===== src/rtl/io_port_fifo_if.sv =====
// Handshake and bus bundle for the buffered in/out port block.
// The slave view belongs to the FIFO block; the master view belongs to its surroundings.
interface io_port_fifo_if #(
    parameter int WIDTH = 32,
    parameter int DEPTH = 4
);
    localparam int CW = $clog2(DEPTH + 1);

    logic [WIDTH-1:0] in_data;
    logic             in_valid;
    logic             in_ready;
    logic             ipo;
    logic [WIDTH-1:0] bus_out;
    logic             opi;
    logic [WIDTH-1:0] bus_in;
    logic [WIDTH-1:0] out_data;
    logic             out_valid;
    logic             out_ready;
    logic [CW-1:0]    in_count;
    logic [CW-1:0]    out_count;
    logic             in_unf;
    logic             out_ovf;
    logic             clr_err;

    modport master (
        output in_data, in_valid, ipo, opi, bus_in, out_ready, clr_err,
        input  in_ready, bus_out, out_data, out_valid, in_count, out_count, in_unf, out_ovf
    );

    modport slave (
        input  in_data, in_valid, ipo, opi, bus_in, out_ready, clr_err,
        output in_ready, bus_out, out_data, out_valid, in_count, out_count, in_unf, out_ovf
    );
endinterface


===== src/rtl/io_port_fifo.sv =====
// Buffered port block: producer -> input FIFO -> bus (ipo), bus (opi) -> output FIFO -> consumer.
// Both FIFOs are circular buffers with combinational head reads and sticky error flags.
module io_port_fifo #(
    parameter int WIDTH = 32,
    parameter int DEPTH = 4
) (
    input  logic           clock,
    input  logic           clear,
    io_port_fifo_if.slave  port
);
    localparam int AW = $clog2(DEPTH);
    localparam int CW = $clog2(DEPTH + 1);

    // ---------------- input side ----------------
    logic [WIDTH-1:0] in_mem [DEPTH];
    logic [AW-1:0]    in_wr_ptr_reg;
    logic [AW-1:0]    in_rd_ptr_reg;
    logic [CW-1:0]    in_count_reg;
    logic [CW-1:0]    in_count_next;
    logic             in_unf_reg;
    logic             in_full;
    logic             in_empty;
    logic             in_push;
    logic             in_pop;
    logic             in_underflow;
    logic [DEPTH-1:0] in_we;

    assign in_full      = (in_count_reg == CW'(DEPTH));
    assign in_empty     = (in_count_reg == '0);
    assign in_push      = port.in_valid & ~in_full;
    assign in_pop       = port.ipo & ~in_empty;
    assign in_underflow = port.ipo & in_empty;

    always_comb begin
        in_count_next = in_count_reg;
        case ({in_push, in_pop})
            2'b10:   in_count_next = in_count_reg + CW'(1);
            2'b01:   in_count_next = in_count_reg - CW'(1);
            default: in_count_next = in_count_reg;
        endcase
    end

    always_ff @(posedge clock or negedge clear) begin
        if (!clear) begin
            in_wr_ptr_reg <= '0;
            in_rd_ptr_reg <= '0;
            in_count_reg  <= '0;
            in_unf_reg    <= 1'b0;
        end else begin
            if (in_push)
                in_wr_ptr_reg <= in_wr_ptr_reg + AW'(1);
            if (in_pop)
                in_rd_ptr_reg <= in_rd_ptr_reg + AW'(1);
            in_count_reg <= in_count_next;
            // A new underflow outranks a coincident clear request.
            if (in_underflow)
                in_unf_reg <= 1'b1;
            else if (port.clr_err)
                in_unf_reg <= 1'b0;
        end
    end

    // ---------------- output side ----------------
    logic [WIDTH-1:0] out_mem [DEPTH];
    logic [AW-1:0]    out_wr_ptr_reg;
    logic [AW-1:0]    out_rd_ptr_reg;
    logic [CW-1:0]    out_count_reg;
    logic [CW-1:0]    out_count_next;
    logic             out_ovf_reg;
    logic             out_full;
    logic             out_empty;
    logic             out_drain;
    logic             out_capture;
    logic             out_overflow;
    logic [DEPTH-1:0] out_we;

    assign out_full     = (out_count_reg == CW'(DEPTH));
    assign out_empty    = (out_count_reg == '0);
    assign out_drain    = ~out_empty & port.out_ready;
    // A drain on the same edge frees the slot, so a full FIFO can still capture.
    assign out_capture  = port.opi & (~out_full | out_drain);
    assign out_overflow = port.opi & ~out_capture;

    always_comb begin
        out_count_next = out_count_reg;
        case ({out_capture, out_drain})
            2'b10:   out_count_next = out_count_reg + CW'(1);
            2'b01:   out_count_next = out_count_reg - CW'(1);
            default: out_count_next = out_count_reg;
        endcase
    end

    always_ff @(posedge clock or negedge clear) begin
        if (!clear) begin
            out_wr_ptr_reg <= '0;
            out_rd_ptr_reg <= '0;
            out_count_reg  <= '0;
            out_ovf_reg    <= 1'b0;
        end else begin
            if (out_capture)
                out_wr_ptr_reg <= out_wr_ptr_reg + AW'(1);
            if (out_drain)
                out_rd_ptr_reg <= out_rd_ptr_reg + AW'(1);
            out_count_reg <= out_count_next;
            if (out_overflow)
                out_ovf_reg <= 1'b1;
            else if (port.clr_err)
                out_ovf_reg <= 1'b0;
        end
    end

    // ---------------- storage ----------------
    // One-hot per-entry write enables; the arrays themselves carry no reset.
    genvar gi;
    generate
        for (gi = 0; gi < DEPTH; gi++) begin : g_we
            assign in_we[gi]  = in_push     && (in_wr_ptr_reg  == AW'(gi));
            assign out_we[gi] = out_capture && (out_wr_ptr_reg == AW'(gi));
        end
    endgenerate

    always_ff @(posedge clock) begin
        for (int i = 0; i < DEPTH; i++) begin
            if (in_we[i])
                in_mem[i] <= port.in_data;
            if (out_we[i])
                out_mem[i] <= port.bus_in;
        end
    end

    // ---------------- outputs ----------------
    assign port.in_ready  = ~in_full;
    assign port.bus_out   = in_pop ? in_mem[in_rd_ptr_reg] : '0;
    assign port.out_valid = ~out_empty;
    assign port.out_data  = out_empty ? '0 : out_mem[out_rd_ptr_reg];
    assign port.in_count  = in_count_reg;
    assign port.out_count = out_count_reg;
    assign port.in_unf    = in_unf_reg;
    assign port.out_ovf   = out_ovf_reg;
endmodule

===== src/flat_wrapper.sv =====
// flat-port wrapper written by rule: the top's interface ports become plain ports
module io_port_fifo_flat 
#(
    parameter int WIDTH = 32,
    parameter int DEPTH = 4
)
  (clock, clear, port_in_data, port_in_valid, port_ipo, port_opi, port_bus_in, port_out_ready, port_clr_err, port_in_ready, port_bus_out, port_out_data, port_out_valid, port_in_count, port_out_count, port_in_unf, port_out_ovf);
  io_port_fifo_if #(.WIDTH(WIDTH), .DEPTH(DEPTH)) port_i ();
  input  logic clock;
  input  logic clear;
  input wire logic [$bits(port_i.in_data)-1:0] port_in_data;
  input wire logic [$bits(port_i.in_valid)-1:0] port_in_valid;
  input wire logic [$bits(port_i.ipo)-1:0] port_ipo;
  input wire logic [$bits(port_i.opi)-1:0] port_opi;
  input wire logic [$bits(port_i.bus_in)-1:0] port_bus_in;
  input wire logic [$bits(port_i.out_ready)-1:0] port_out_ready;
  input wire logic [$bits(port_i.clr_err)-1:0] port_clr_err;
  output wire logic [$bits(port_i.in_ready)-1:0] port_in_ready;
  output wire logic [$bits(port_i.bus_out)-1:0] port_bus_out;
  output wire logic [$bits(port_i.out_data)-1:0] port_out_data;
  output wire logic [$bits(port_i.out_valid)-1:0] port_out_valid;
  output wire logic [$bits(port_i.in_count)-1:0] port_in_count;
  output wire logic [$bits(port_i.out_count)-1:0] port_out_count;
  output wire logic [$bits(port_i.in_unf)-1:0] port_in_unf;
  output wire logic [$bits(port_i.out_ovf)-1:0] port_out_ovf;
  assign port_i.in_data = port_in_data;
  assign port_i.in_valid = port_in_valid;
  assign port_i.ipo = port_ipo;
  assign port_i.opi = port_opi;
  assign port_i.bus_in = port_bus_in;
  assign port_i.out_ready = port_out_ready;
  assign port_i.clr_err = port_clr_err;
  assign port_in_ready = port_i.in_ready;
  assign port_bus_out = port_i.bus_out;
  assign port_out_data = port_i.out_data;
  assign port_out_valid = port_i.out_valid;
  assign port_in_count = port_i.in_count;
  assign port_out_count = port_i.out_count;
  assign port_in_unf = port_i.in_unf;
  assign port_out_ovf = port_i.out_ovf;
  io_port_fifo #(.WIDTH(WIDTH), .DEPTH(DEPTH)) u_core (.clock(clock), .clear(clear), .port(port_i));
endmodule

===== config.mk =====
export PLATFORM = sky130hd
export DESIGN_NAME = io_port_fifo_flat
export DESIGN_NICKNAME = d
export VERILOG_FILES = /design/src/rtl/io_port_fifo_if.sv /design/src/rtl/io_port_fifo.sv /design/src/flat_wrapper.sv
export SDC_FILE = /design/constraint.sdc
export NUM_CORES = 1
export LEC_CHECK = 0
export CAP_MARGIN = 20
export CORE_MARGIN = 1
export CORE_UTILIZATION = 61
export CTS_BUF_LIST = sky130_fd_sc_hd__clkbuf_2
export DETAILED_ROUTE_END_ITERATION = 7
export PLACE_DENSITY = 0.95
export SYNTH_ARGS = -nofsm -noshare
export SYNTH_HDL_FRONTEND = slang
export SYNTH_SLANG_ARGS = --single-unit

===== constraint.sdc =====
create_clock -name clock -period 4.15 [get_ports clock]
set_input_delay 1.0375 -clock clock [delete_from_list [all_inputs] [get_ports clock]]
set_output_delay 1.0375 -clock clock [all_outputs]
set_load 0.05 [all_outputs]

**Yosys cells after proc, flatten, opt, wreduce, memory -nomap -nowiden**

Memories as Yosys holds them, arrays and structs flattened.
Cells that the tools add are included.

- Logic and storage cells: 105
- Register bits after elaboration: 16
- Bits in writable memories: 256
- Memories kept: 2
- Input bits: 71

Memory list:

| name | words | width | read ports | clocked after memory_dff | wr ports | line | source |
|---|---|---|---|---|---|---|---|
| u_core.in_mem | 4 | 32 | 1 | 0 | 1 | io_port_fifo.sv:15 | `logic [WIDTH-1:0] in_mem [DEPTH];` |
| u_core.out_mem | 4 | 32 | 1 | 0 | 1 | io_port_fifo.sv:64 | `logic [WIDTH-1:0] out_mem [DEPTH];` |

- Equality and inequality tests: 12
- Multiplexer cells: 41
- Add/subtract/negate cells: 8
- Reductions and logical operators: 22
- Bitwise gates (word level): 12

Operator list:

| operator | count |
|---|---|
| $mux 32 | 8 |
| $reduce_or 32->1 | 6 |
| $mux 1 | 25 |
| $eq 2x2->1 const B | 6 |
| $mux 2 | 6 |
| $pmux 3 s2 | 2 |
| $add 2x1->2 const B | 4 |
| $eq 2x1->1 const B | 4 |
| $logic_and 1x1->1 | 8 |
| $reduce_bool 2->1 | 4 |
| $add 3x1->3 const B | 2 |
| $and 1x1->1 | 6 |
| $eq 3x3->1 const B | 2 |
| $logic_not 3->1 | 2 |
| $sub 3x1->3 const B | 2 |
| $not 1->1 | 5 |
| $logic_not 2->1 | 2 |
| $or 1x1->1 | 1 |

**Longest topological paths before layout**

- Depth in word-level cells: 12
- Depth in mapped cells: 9

**Worst setup path before layout**

OpenSTA, ideal clock, no wires.

- Kind: register to output
- Start point: register u_core.out_count_reg[0] (netlist: u_core.port.out_count[0])
- End point: output port_out_data[22]
- Cell stages (with the launch flop): 5
- Data required time: 3113 ps
- Setup slack: 1158 ps
- Arrival time: 1954 ps
- Path through: dfrtp_1 > or3_1 > clkbuf_1 > clkdlybuf4s15_2 > and2_1

- Longest elaborated chain between the ends: 2

RTL lines:

| item | line | source |
|---|---|---|
| from (decl) | io_port_fifo.sv:67 | `logic [CW-1:0] out_count_reg;` |
| from (signal assigned) | io_port_fifo.sv:104 | `out_count_reg <= out_count_next;` |
| $logic_not 3->1 | io_port_fifo.sv:78 | `assign out_empty = (out_count_reg == '0);` |
| $mux 32 | io_port_fifo.sv:135 | `assign port.out_data = out_empty ? '0 : out_mem[out_rd_ptr_reg];` |
| to (decl) | flat_wrapper.sv:20 | `output wire logic [$bits(port_i.out_data)-1:0] port_out_data;` |

Every way passes these cells.

**Final worst setup path**

- Start point: register u_core.out_rd_ptr_reg[0]
- End point: output port_out_data[8]

- Longest elaborated chain between the ends: 2

RTL lines:

| item | line | source |
|---|---|---|
| from (decl) | io_port_fifo.sv:66 | `logic [AW-1:0] out_rd_ptr_reg;` |
| from (signal assigned) | io_port_fifo.sv:103 | `out_rd_ptr_reg <= out_rd_ptr_reg + AW'(1);` |
| $mem_v2 4x32 | -- |  |
| $mux 32 | io_port_fifo.sv:135 |  |

Every way passes these cells.

==> metrics.txt <==
outcome complete, no violations; Mapped Cells 489; clk buf depth 3; PortBufs 144; drt wl/cell about 21 um; Yosys warning total 0; Hold Crit Start u_core.port.out_ovf; Final Cycle Share 0.969; Num CTS Buffers between 60 and 70; P per Cell Area 775 mW/mm^2; Chip Height approximately 130 um; Worst Path Required ~3.1 ns; routability cong. 0.714; min cycle time layout 4.02 ns; multi-input logic area 0.00244 mm^2; # DRC 0; Initial DRT Pass Iterations 4; Setup crit start u_core.out_rd_ptr_reg[0]; CP arrival slightly below 3 ns; IO Count about 150; die area between 0.015 and 0.02 mm^2; Starting DRT DRC Count 287; critical path's slowest cell clkdlybuf4s50_1; GRT overflow 0; most frequent cells in the layout edfxtp_1 (256), clkdlybuf4s50_1 (111), clkbuf_2 (101); Initial Utilization 0.624; # nets final 773; design area 0.0133 mm^2; Most Used Layer, Global Route met2; Max Cap Viol 0; via count 5412; routing usage on met2 0.405; placed cell areas 0.0127 mm^2; maximum clock rate around 250 MHz; Core Area 0.0173 mm^2; final wirelength a little over 20000 um; die width 135 um; hpwl dp around 13000 um; Detail Route Antenna Nets 0; # fillers about 910; Tot GR Track Use 0.238; startpoint class of the critical path register; final slew viol count 0; WP buf/inv 2; worst vdd ir between 0.7 and 0.8 mV; synthesis-to-finish area growth 23.3%; pin count of the biggest net entering global routing 36; crit path kind reg -> out; share of cells above drive strength 1 0.258; crit end category primary output; Power Total a little over 10 mW; HP Class reg -> reg; Synth Cell Area approximately 0.011 mm^2; leading cell type in the layout, fill and taps excluded edfxtp_1; met1 GRT Util 0.291; H-tree levels 3; register area share after synthesis 0.750; CP peak stage delay around 0.7 ns; Avg Inst Size Synth 22.1 um^2; Worst Tran Pin Value about 0.90 ns; root buf cell clkbuf_2; Crit Reg-Reg Startpoint u_core.port.out_count[2]; hold buffer count at cts 0; Via density ~5.6; register-to-register setup slack 1.67 ns; P_leak 4.76 nW; CTS tree done; worst relative slew slack 0.401; Setup Skew roughly 0.046 ns; first-pass GRT wire length 31500 um; clk sinks 272; storage element area around 0.0081 mm^2; Seq cells post-synth 272; # diodes 0; post-synth cell types 32; crit-path leading delay family buffers and inverters; insertion delay to the later sink of the worst-skew pair a little under 0.8 ns; row cnt 48; RSZ-0062 raised after global routing false; Finish-stage setup viols 0; Hold Fails Final Rpt 0; critical path peak fanout 12; initial antenna violation count 0; Top Registers u_core.in_mem x128, u_core.out_mem x128; Clk pin slew, worst setup/hold paths 0.11 ns; sum of negative setup slack 0 ns; critical path cell sequence buf_8 > mux4_1 > and2_1 > clkdlybuf4s50_1; Net Count, Synth approximately 570; GR Util met3 0.0687; vias in the first global route between 5000 and 6000
through the flow:
step / setup WS, ns / instances / utilization / hold WS (ns)
after floorplan: 1.16 / 489 / - / 0.534
after global placement: 0.654 / 846 / 0.736 / 0.492
after detailed placement: 0.582 / 846 / 0.736 / 0.522
after CTS: 0.0421 / 958 / 0.769 / 0.541
after global routing: 0.00164 / 958 / 0.769 / 0.564
final: 0.130 / 958 / 0.769 / 0.539
report_power, final:
group	internal, mW	switching, mW	leakage [nW]	total (mW)
Combinational	2.04	2.77	1.79	4.80
Sequential	3.64	0.258	2.54	3.90
Clock	0.634	0.970	0.440	1.60
synth_stat cells (all sizes together):
master / n / area (um^2)
and2: 70 / 440
and3: 4 / 30.0
buf: 12 / 130
clkbuf: 10 / 67.6
clkdlybuf4s15: 1 / 11.3
dfrtp: 16 / 400
edfxtp: 256 / 7690
fa: 2 / 40.0
ha: 10 / 125
inv: 14 / 52.6
mux2: 2 / 26.3
mux2i: 2 / 20.0
mux4: 64 / 1570
nand2: 3 / 11.3
nand3: 1 / 5.00
nor2: 2 / 7.51
nor2b: 1 / 6.26
nor3: 1 / 5.00
nor4b: 1 / 8.76
o21ai: 2 / 10.0
o31a: 1 / 10.0
or3: 1 / 6.26
or3b: 1 / 11.3
xnor2: 6 / 52.6
xor2: 6 / 52.6
repair_timing:
item | CTS | global route
buffers inserted | 1 | 0
setup endpoints to repair | 32 | 1
resized for setup | 2 | 1
gates cloned | 0 | 0
pin swaps | 0 | 0
area by class of cell:
class	count	share of cell area
Sequential cell	272	0.609
Inverter	14	0.00395
Clock inverter	10	0.00292
Tap cell	225	0.0212
Timing Repair Buffer	156	0.142
Clock buffer	101	0.0380
Multi-Input combinational cell	180	0.183
worst min-delay path, stage by stage (launching register included):
cell and delay (ns):
dfrtp_1 0.39, inv_1 0.05, o21ai_0 0.06
final timing paths:
| check | endpoint | cells past startpoint |
|---|---|---|
| max reg2reg | u_core.port.out_count[2] | 8 |
| min in group asynchronous | u_core.in_wr_ptr_reg[0] | 1 |
| min reg2reg | u_core.port.out_ovf | 2 |
| max in group asynchronous | u_core.out_rd_ptr_reg[0] | 1 |
| max | port_out_data[8] | 4 |
| min | u_core.port.out_ovf | 2 |
cell families (layout without fill, tap and decap cells):
family	count (synthesis)	after routing	share of synthesized area
flip-flops	272	272	0.750
AND/OR/NAND/NOR	85	85	0.0493
multiplexers	68	68	0.150
buffers and inverters	37	281	0.0242
adder cells (fa/ha/maj)	12	12	0.0153
XOR/XNOR	12	12	0.00974
AO/OA/AOI/OAI	3	3	0.00186
metal layers:
metal  wire (um)  vias to the layer above  share of wire
li1            -                     2409              -
met1        7770                     2723           0.38
met2       10600                      237           0.52
met3        1570                       43          0.077
met4         427                        0          0.021
met5           0                        -              0
(Power assumes the default switching activity.)
